==> config.mk <==
export PLATFORM = sky130hd
export DESIGN_NAME = pipelined_shifter
export DESIGN_NICKNAME = d
export VERILOG_FILES = /design/src/rtl/pipelined_shifter.sv
export SDC_FILE = /design/constraint.sdc
export NUM_CORES = 1
export LEC_CHECK = 0
export BUFFER_PORTS_ARGS = -buffer_cell sky130_fd_sc_hd__buf_2
export CAP_MARGIN = 30
export CORE_MARGIN = 2
export CORE_UTILIZATION = 45
export DETAILED_ROUTE_END_ITERATION = 10
export PLACE_DENSITY = 0.62
export SKIP_CTS_REPAIR_TIMING = 1
export SYNTH_ARGS = -nofsm -noshare
export SYNTH_HDL_FRONTEND = slang
export SYNTH_SLANG_ARGS = --single-unit
==> constraint.sdc <==
create_clock -name clk -period 4.95 [get_ports clk]
set_clock_uncertainty 0.1 [all_clocks]
set_input_delay 0.2475 -clock clk [delete_from_list [all_inputs] [get_ports clk]]
set_output_delay 0.2475 -clock clk [all_outputs]
set_load 0.05 [all_outputs]
==> src/rtl/pipelined_shifter.sv <==
// Pipelined barrel shifter/rotator with valid/ready handshake and full back-pressure.
// Right operations are done as reverse -> shift left -> reverse, so every layer is a left shifter.
module pipelined_shifter #(
  parameter int WIDTH     = 32,
  parameter int REG_EVERY = 1,
  parameter int TAG_W     = 4
) (
  input  logic             clk,
  input  logic             rst_n,
  input  logic             in_valid,
  output logic             in_ready,
  input  logic [WIDTH-1:0] in_a,
  input  logic [WIDTH-1:0] in_b,
  input  logic             in_logical,
  input  logic             in_right,
  input  logic             in_rotate,
  input  logic [TAG_W-1:0] in_tag,
  output logic             out_valid,
  input  logic             out_ready,
  output logic [WIDTH-1:0] out_data,
  output logic [TAG_W-1:0] out_tag
);

  localparam int SHAMT_W = $clog2(WIDTH);
  localparam int L       = (SHAMT_W + REG_EVERY - 1) / REG_EVERY;

  logic [L-1:0]       valid_q;
  logic [L-1:0]       right_q;
  logic [L-1:0]       rot_q;
  logic [L-1:0]       fill_q;
  logic [WIDTH-1:0]   data_q [L];
  logic [SHAMT_W-1:0] sh_q   [L];
  logic [TAG_W-1:0]   tag_q  [L];

  logic [L-1:0]       adv;
  logic [L-1:0]       src_valid;
  logic [L-1:0]       src_right;
  logic [L-1:0]       src_rot;
  logic [L-1:0]       src_fill;
  logic [WIDTH-1:0]   src_data [L];
  logic [SHAMT_W-1:0] src_sh   [L];
  logic [TAG_W-1:0]   src_tag  [L];
  logic [WIDTH-1:0]   nxt_data [L];
  logic               unused_bits;

  function automatic logic [WIDTH-1:0] reverse(input logic [WIDTH-1:0] x);
    logic [WIDTH-1:0] r;
    for (int j = 0; j < WIDTH; j++) r[j] = x[WIDTH-1-j];
    return r;
  endfunction

  function automatic logic [WIDTH-1:0] shift_layer(input logic [WIDTH-1:0] x, input int s,
                                                   input logic rot, input logic fill);
    logic [WIDTH-1:0] low_mask;
    low_mask = ~({WIDTH{1'b1}} << s);
    if (rot) return (x << s) | (x >> (WIDTH - s));
    return (x << s) | (fill ? low_mask : '0);
  endfunction

  // Stage 0 is fed from the ports; the fill bit is decided once here and carried along.
  always_comb begin
    src_valid[0] = in_valid;
    src_right[0] = in_right;
    src_rot[0]   = in_rotate;
    src_fill[0]  = in_right && !in_logical && !in_rotate && in_a[WIDTH-1];
    src_data[0]  = in_right ? reverse(in_a) : in_a;
    src_sh[0]    = in_b[SHAMT_W-1:0];
    src_tag[0]   = in_tag;
    for (int k = 1; k < L; k++) begin
      src_valid[k] = valid_q[k-1];
      src_right[k] = right_q[k-1];
      src_rot[k]   = rot_q[k-1];
      src_fill[k]  = fill_q[k-1];
      src_data[k]  = data_q[k-1];
      src_sh[k]    = sh_q[k-1];
      src_tag[k]   = tag_q[k-1];
    end
  end

  always_comb begin
    for (int k = 0; k < L; k++) begin
      nxt_data[k] = src_data[k];
      for (int i = 0; i < SHAMT_W; i++) begin
        if ((i / REG_EVERY) == k && src_sh[k][i])
          nxt_data[k] = shift_layer(nxt_data[k], 1 << i, src_rot[k], src_fill[k]);
      end
      if (k == L - 1 && src_right[k]) nxt_data[k] = reverse(nxt_data[k]);
    end
  end

  // A stage advances while some later stage is empty or the consumer is taking the result.
  always_comb begin
    logic hole;
    hole = out_ready;
    adv  = '0;
    for (int k = L - 1; k >= 0; k--) begin
      adv[k] = valid_q[k] && hole;
      hole   = hole || !valid_q[k];
    end
  end

  assign in_ready = !valid_q[0] || adv[0];

  always_ff @(posedge clk or negedge rst_n) begin
    if (!rst_n) begin
      valid_q <= '0;
      right_q <= '0;
      rot_q   <= '0;
      fill_q  <= '0;
      for (int k = 0; k < L; k++) begin
        data_q[k] <= '0;
        sh_q[k]   <= '0;
        tag_q[k]  <= '0;
      end
    end else begin
      for (int k = 0; k < L; k++) begin
        if (!valid_q[k] || adv[k]) begin
          valid_q[k] <= src_valid[k];
          if (src_valid[k]) begin
            data_q[k]  <= nxt_data[k];
            sh_q[k]    <= src_sh[k];
            right_q[k] <= src_right[k];
            rot_q[k]   <= src_rot[k];
            fill_q[k]  <= src_fill[k];
            tag_q[k]   <= src_tag[k];
          end
        end
      end
    end
  end

  assign out_valid = valid_q[L-1];
  assign out_data  = data_q[L-1];
  assign out_tag   = tag_q[L-1];

  assign unused_bits = ^{in_b[WIDTH-1:SHAMT_W], sh_q[L-1], right_q[L-1], rot_q[L-1], fill_q[L-1]};

endmodule
==> results of run 1 <==
## worst min-delay path, cell delays in order
cell and delay (ns):
buf_2 0.09, nor2_1 0.04, nand4_1 0.07, o21ai_0 0.07
## power groups by stage
stage / Clock, W / Combinational [W] / Sequential [W]
after global routing: 0.00170 / 0.00278 / 0.00287
after floorplan: 0 / 0.00213 / 0.00267
after detailed placement: 0 / 0.00251 / 0.00282
after CTS: 0.00165 / 0.00252 / 0.00279
final: 0.00160 / 0.00250 / 0.00277
after global placement: 0 / 0.00246 / 0.00279
## logic make-up (layout without fill, tap and decap cells)
kind of cell,count (synthesis),after routing,synth area share (%)
muxes,212,212,25.6
AOI/OAI and AO/OA,202,202,10.5
and+or+nand+nor,209,209,8.18
xor gates and xnor gates,1,1,0.0840
DFF,207,207,49.7
buffers and inverters,108,154,5.93
## metal layers
layer  part of all wire (%)  wire length (µm)
met5                      0                 0
met4                    2.0               391
met3                    3.2               630
met2                     46              9170
met1                     49              9680
## how the worst max path moves through the flow
stage                             to  slack (ns)  depth (start not counted)
after floorplan             sh_q[17]        3.00                          5
after global placement    right_q[1]        2.53                          5
after detailed placement  right_q[1]        2.51                          5
after CTS                 right_q[1]        2.49                          4
after global routing      right_q[1]        2.31                          6
final                     right_q[1]        2.46                          6
## through the flow
step	instances	setup WS (ns)	hold WS (ns)
floorplan	939	3.00	-0.148
global placement	1214	2.53	0.358
detailed placement	1216	2.51	0.0234
CTS	1256	2.49	-0.501
global route	1270	2.31	0.0117
finish	1270	2.46	-0.0289
## placed cells by master (no fill, tap or decap), types with 2 or more instances in the layout
cell / instances
dfrtp_1: 207
nand2_1: 153
o21ai_0: 153
mux2i_1: 103
buf_2: 84
mux2_2: 54
nor2_1: 26
mux4_2: 23
clkbuf_16: 23
a21oi_1: 18
mux2_4: 13
dlygate4sd3_1: 13
mux2_1: 12
nand3_1: 9
and3_1: 8
o22ai_1: 8
a31oi_1: 8
o22a_1: 8
buf_4: 8
mux4_1: 7
clkbuf_1: 6
nand2b_1: 5
clkbuf_8: 5
inv_1: 4
clkinv_2: 4
nand2_2: 3
buf_12: 3
o211ai_1: 2
clkinvlp_4: 2
## area by class of cell
| class | instances | area, µm² |
|---|---|---|
| tap | 285 | 357 |
| clock inverter | 7 | 65.1 |
| clock buffer | 33 | 653 |
| timing repair buffer | 110 | 712 |
| sequential | 207 | 5180 |
| inverter | 4 | 15.0 |
| multi-input combinational | 624 | 4640 |
| fill | 2055 | 11100 |
## state kept, by name, summed over array words and instances, names as in the netlist
name / cells
fill_q: 4
right_q: 4
sh_q: 10
src_tag: 16
out_tag: 4
data_q: 128
rot_q: 4
valid_q: 5
out_data: 32
==> results by group, run 1 <==
Yosys
  – Sequential cell area fraction in the yosys report: 49.7%
  – Leading area contributor after synthesis: dfrtp_1
  – Synth cell count leaders: 207 x dfrtp_1, 156 x nand2_1, 153 x o21ai_0, 103 x mux2i_1, 54 x mux2_2
  – Syn_nets: 1014
  – Main synth FF type: dfrtp_1
  – Synth warnings: 0
  – Top-count cell post-synth: dfrtp_1
  – Area fraction of the dominant cell type after synthesis: 49.7%
  – Avg Inst Size Synth: 11.1 µm²
  – Post-synth ARST share: 100%
  – Post-Syn Area: 10400 µm²
  – Synth Instances: 939
  – Largest cells by area after synthesis: dfrtp_1 50%, mux2i_1 9.9%, o21ai_0 7.3%
  – Number of synthesized flops with an enable pin: 0
  – Post-synthesis register bit count: 207
  – Post-synth cell types: 36

Clock network
  – Sink Count: 207
  – Root buffer cell: clkbuf_16
  – CTS buffer count: 22
  – CTS clk-pin slew, worst paths: 0.06 ns
  – Worst-Skew Late Latency: 0.49 ns
  – H-tree level count: 1
  – TritonCTS clock tree: done
  – Clock Path Buffers: 3

GRT
  – Met3 Track Usage GR: 2.11%
  – GRT Max-Usage Layer: met2
  – Met1 Use GR: 24.2%
  – Vias in the first global route: 6420
  – Largest net degree at the start of global routing: 112
  – GRT Total Usage: 16.7%
  – First-pass GRT wire length: 33.4 mm
  – Met2 demand-to-capacity share in global routing: 26.9%
  – Initial antenna violation count: 0
  – Gr ovfl total: 0

Timing
  – Rel. slew slack: 38.2%
  – Fin Hold WS: -0.0289 ns
  – Tmin final: 2.49 ns
  – Final Max Slew Viols: 0
  – Hold Vio Cnt, Final: 1
  – Slew @ Worst Pin: 0.927 ns
  – RSZ-0062 raised after global routing: false
  – Crit share post-route: 50.3%
  – Setup TNS Final: 0 ns
  – Fmax: 0.402 GHz
  – Final setup violating endpoints: 0

Route
  – Via count: 6727
  – Post-route DRC: 0
  – Vias per cell: 5.30
  – 1st-iter DRT viols: 321
  – Final ANT Viol Nets: 0
  – DR WL/cell: 15.6 µm
  – Final wirelength: 19.9 mm
  – First-pass iteration count of the detailed router: 4

Floorplan
  – Starting Density: 45.9%
  – Die width: 156 µm
  – Core area: 22700 µm²
  – IO Pins: 113
  – Full die area: 24400 µm²
  – DIE HEIGHT: 156 µm
  – Num rows: 55

Worst setup path
  – Slowest CP cell: o21ai_4
  – Setup CP Type: in -> reg
  – Crit path capture type: flip-flop
  – Arrival time worst endpoint: 2.77 ns
  – Reg2reg path depth: 4
  – Crit path launch: out_ready
  – Delay-heaviest family, CP: buffers and inverters
  – R2r setup slk: 2.49 ns
  – Worst Path Buf+Inv: 3
  – R2R Path End: right_q[1]
  – CP cell instances: dlygate4sd3_1 -> buf_2 -> nand4b_1 -> o21ai_4 -> buf_4 -> mux2_2
  – Critical path startpoint category: input pin
  – CP required: 5.23 ns
  – Crit Path Max Fanout: 44
  – Reg-to-Reg Start: valid_q[3]
  – Slowest cell delay on critical path: 0.68 ns

Power
  – Clock power frac: 23.3%
  – Pleak: 5.27 nW
  – VDD IR max: 271 µV
  – Switching Fraction: 38.4%
  – Gate power share: 36.4%
  – P_sw: 0.00264 W
  – Pwr/cell area: 591 nW/µm²
  – Internal power: 0.00423 W
  – Reg power frac: 40.3%
  – Total chip power: 0.00687 W

Final layout
  – Share of cells above drive strength 1: 23.0%
  – Fin util: 51.2%
  – Cell area after layout: 11600 µm²
  – Synth-to-layout area growth: 11.5%
  – Final net count: 1044
  – # diodes: 0

Place
  – Gpl congestion: 0.731
  – HPWL Detailed: 14.1 mm
  – DP Area: 10800 µm²
  – PortBufs: 85

Min path
  – Min-delay src: in_logical
  – Hold Path End: fill_q[0]
  – Hold path depth: 4
  – Hold Path Class: in -> reg

Run status
  – Status: complete, but fails checks
  – Failing checks: hold timing

Flow run
  – Max-capacitance violation count: 0
Power figures use the tool's default switching activity.
==> inputs of run 2 (changes only) <==
--- a/config.mk
+++ b/config.mk
@@ -5,6 +5,7 @@
 export SDC_FILE = /design/constraint.sdc
 export NUM_CORES = 1
 export LEC_CHECK = 0
+export ABC_AREA = 1
 export BUFFER_PORTS_ARGS = -buffer_cell sky130_fd_sc_hd__buf_2
 export CAP_MARGIN = 30
 export CORE_MARGIN = 2
==> constraint.sdc (replaced) <==
create_clock -name clk -period 2.4 [get_ports clk]
set_clock_uncertainty 0.1 [all_clocks]
set_input_delay 0.12 -clock clk [delete_from_list [all_inputs] [get_ports clk]]
set_output_delay 0.12 -clock clk [all_outputs]
set_load 0.05 [all_outputs]
==> results by group, run 2 <==
Final layout
  – Most frequent cells in the layout: 413 x nand2_1, 207 x dfrtp_1, 165 x o21ai_0
  – Synth-to-layout area growth: 12.6%
  – Multi-input combinational cell area: 4150 µm² (-11%)
  – # diodes: 0 (unchanged)
  – Share of cells above drive strength 1: 11.3% (-12 points)
  – Biggest register: data_q
  – Largest register FFs: 128 (unchanged)
  – Most common cell after layout, fill and taps aside: nand2_1
  – # fillers: 2273 (+11%)
  – FF+latch area: 5180 µm² (unchanged)
  – Final net count: 1485 (+42%)

Min path
  – Hold path depth: 7 (+3)
  – Min-delay src: in_a[0]
  – Hold Path End: data_q[159]
  – Hold Path Class: in -> reg

Clock network
  – CTS buffer count: 22 (unchanged)
  – Sink Count: 207 (unchanged)
  – Root buffer cell: clkbuf_16
  – Clock Path Buffers: 3 (unchanged)
  – Worst-Skew Late Latency: 0.50 ns (about the same)
  – TritonCTS clock tree: done
  – H-tree level count: 1 (unchanged)
  – CTS clk-pin slew, worst paths: 0.06 ns (about the same)

Power
  – Switching Fraction: 41.4% (+2.9 points)
  – Internal power: 0.00823 W (+94%)
  – Clock power frac: 24.2% (+0.9 points)
  – Pwr/cell area: 1180 nW/µm² (+100%)
  – Pleak: 5.83 nW (+11%)
  – P_sw: 0.00581 W (+120%)
  – VDD IR max: 499 µV (+84%)
  – Reg power frac: 37.2% (-3.1 points)
  – Total chip power: 0.0140 W (+100%)
  – Gate power share: 38.6% (+2.2 points)

Yosys
  – Post-synthesis register bit count: 207 (unchanged)
  – Syn_nets: 1453 (+43%)
  – Leading area contributor after synthesis: dfrtp_1
  – Number of synthesized flops with an enable pin: 0 (unchanged)
  – Post-synth ARST share: 100% (unchanged)
  – Main synth FF type: dfrtp_1
  – Avg Inst Size Synth: 7.67 µm² (-31%)
  – Synth warnings: 0 (unchanged)
  – Post-Syn Area: 10600 µm² (+1.4%)
  – Top-count cell post-synth: nand2_1
  – Sequential cell area fraction in the yosys report: 49.0% (-0.67 points)
  – Largest cells by area after synthesis: dfrtp_1 49%, nand2_1 15%, o21ai_0 7.8%
  – Synth cell count leaders: 413 x nand2_1, 207 x dfrtp_1, 165 x o21ai_0, 142 x inv_1, 76 x nand3_1
  – Post-synth cell types: 25 (-31%)
  – Area fraction of the dominant cell type after synthesis: 49.0% (-0.67 points)
  – Synth Instances: 1378 (+47%)

Timing
  – Fmax: 0.457 GHz
  – Crit share post-route: 91.3%
  – RSZ-0062 raised after global routing: false
  – Slew @ Worst Pin: 0.850 ns (-0.0764 ns)
  – Setup TNS Final: 0 ns (unchanged)
  – Hold Vio Cnt, Final: 1 (unchanged)
  – Setup WS post-layout: 0.210 ns (-2.25 ns)
  – Rel. slew slack: 43.3% (+5.0 points)
  – Tmin final: 2.19 ns
  – Final setup violating endpoints: 0 (unchanged)
  – Fin Hold WS: -0.00101 ns (+0.0279 ns)
  – Final Max Slew Viols: 0 (unchanged)

Flow run
  – Max-capacitance violation count: 0 (unchanged)

Place
  – PortBufs: 85 (unchanged)
  – Pre-CTS WS: 0.587 ns (-1.92 ns)
  – HPWL Detailed: 16.0 mm (+14%)
  – Gpl congestion: 0.801 (+9.6%)

Route
  – DR WL/cell: 12.8 µm (-18%)
  – 1st-iter DRT viols: 395 (+23%)
  – Final wirelength: 22.3 mm (+12%)
  – First-pass iteration count of the detailed router: 4 (unchanged)
  – Final ANT Viol Nets: 0 (unchanged)
  – Via count: 8366 (+24%)
  – Vias per cell: 4.79 (-9.5%)
  – Post-route DRC: 0 (unchanged)

Worst setup path
  – Setup CP Type: reg -> out
  – Crit Path Max Fanout: 35 (-20%)
  – Reg2reg path depth: 6 (+2)
  – R2R Path End: sh_q[21]
  – Reg-to-Reg Start: valid_q[4]
  – CP required: 2.18 ns (-3.05 ns)
  – Arrival time worst endpoint: 1.97 ns (-0.80 ns)
  – R2r setup slk: 0.55 ns (-1.94 ns)
  – Crit path capture type: primary output
  – Critical path startpoint category: flip-flop

Floorplan
  – Core area: 23300 µm² (+2.4%)
  – Starting Density: 45.4% (-0.48 points)
  – Die width: 157 µm (+0.66%)
  – IO Pins: 113 (unchanged)
  – Full die area: 24700 µm² (+1.3%)
  – DIE HEIGHT: 157 µm (+0.66%)
  – Num rows: 56 (+1.8%)

GRT
  – First-pass GRT wire length: 37.8 mm (+13%)
  – Vias in the first global route: 7593 (+18%)
  – Largest net degree at the start of global routing: 65 (-42%)
  – GRT Total Usage: 18.5% (+1.7 points)
  – Initial antenna violation count: 0 (unchanged)
  – Gr ovfl total: 0 (unchanged)

Run status
  – Status: complete, but fails checks
  – Failing checks: hold timing
==> run 2: layout make-up <==
cell class,instances,share of cell area (%)
Sequential cell,207,43.5
Inverter,148,4.67
Timing Repair Buffer,131,7.43
Clock buffer,31,5.34
Tap cell,319,3.35
Multi-Input combinational cell,900,34.9
Clock inverter,9,0.799
==> run 2: worst max path at each step <==
stage | start | end | cells past startpoint
3_3_place_gp | rot_q[3] | out_data[16] | 5
3_5_place_dp | rot_q[3] | out_data[28] | 5
4_1_cts | valid_q[4] | in_ready | 5
5_1_grt | valid_q[4] | in_ready | 5
6_report | valid_q[4] | in_ready | 5
2_1_floorplan | valid_q[4] | sh_q[21] | 6
==> run 2: cells by family after synthesis <==
| kind of cell | count (synthesis) | share of synthesized area (%) |
|---|---|---|
| and+or+nand+nor | 541 | 20.7 |
| AOI/OAI and AO/OA | 357 | 18.3 |
| muxes | 2 | 0.213 |
| buffers and inverters | 271 | 11.7 |
| DFF | 207 | 49.0 |
==> run 2: power groups by stage <==
stage          Clock, W  Sequential [W]  Combinational [W]
4_1_cts         0.00349         0.00522            0.00543
2_1_floorplan         0         0.00527            0.00448
3_5_place_dp          0         0.00529            0.00539
3_3_place_gp          0         0.00525            0.00534
5_1_grt         0.00362         0.00537            0.00611
6_report        0.00340         0.00522            0.00542
==> run 2: worst max-delay path: stages (launching register included) <==
cell and delay (ns):
dfrtp_1 0.42, nand4_4 0.16, nor2_4 0.23, nand2_4 0.14, buf_4 0.26, buf_2 0.25
==> run 2: per-stage QoR <==
stage / util [%] / instance area [µm²] / instances
after floorplan: - / 10600 / 1378
final: 51.2 / 11900 / 1745
after detailed placement: 47.1 / 10900 / 1683
after global placement: 47.1 / 10900 / 1683
after global routing: 51.2 / 11900 / 1745
after CTS: 50.2 / 11700 / 1723
==> run 2: routing by layer <==
metal | up-vias | global-route usage (%) | share of wire (%)
li1 | 4497 | - | -
met1 | 3711 | 26.7 | 51
met4 | 0 | 4.07 | 1.3
met2 | 134 | 29.8 | 44
met5 | - | 0 | 0
met3 | 24 | 2.40 | 3.4
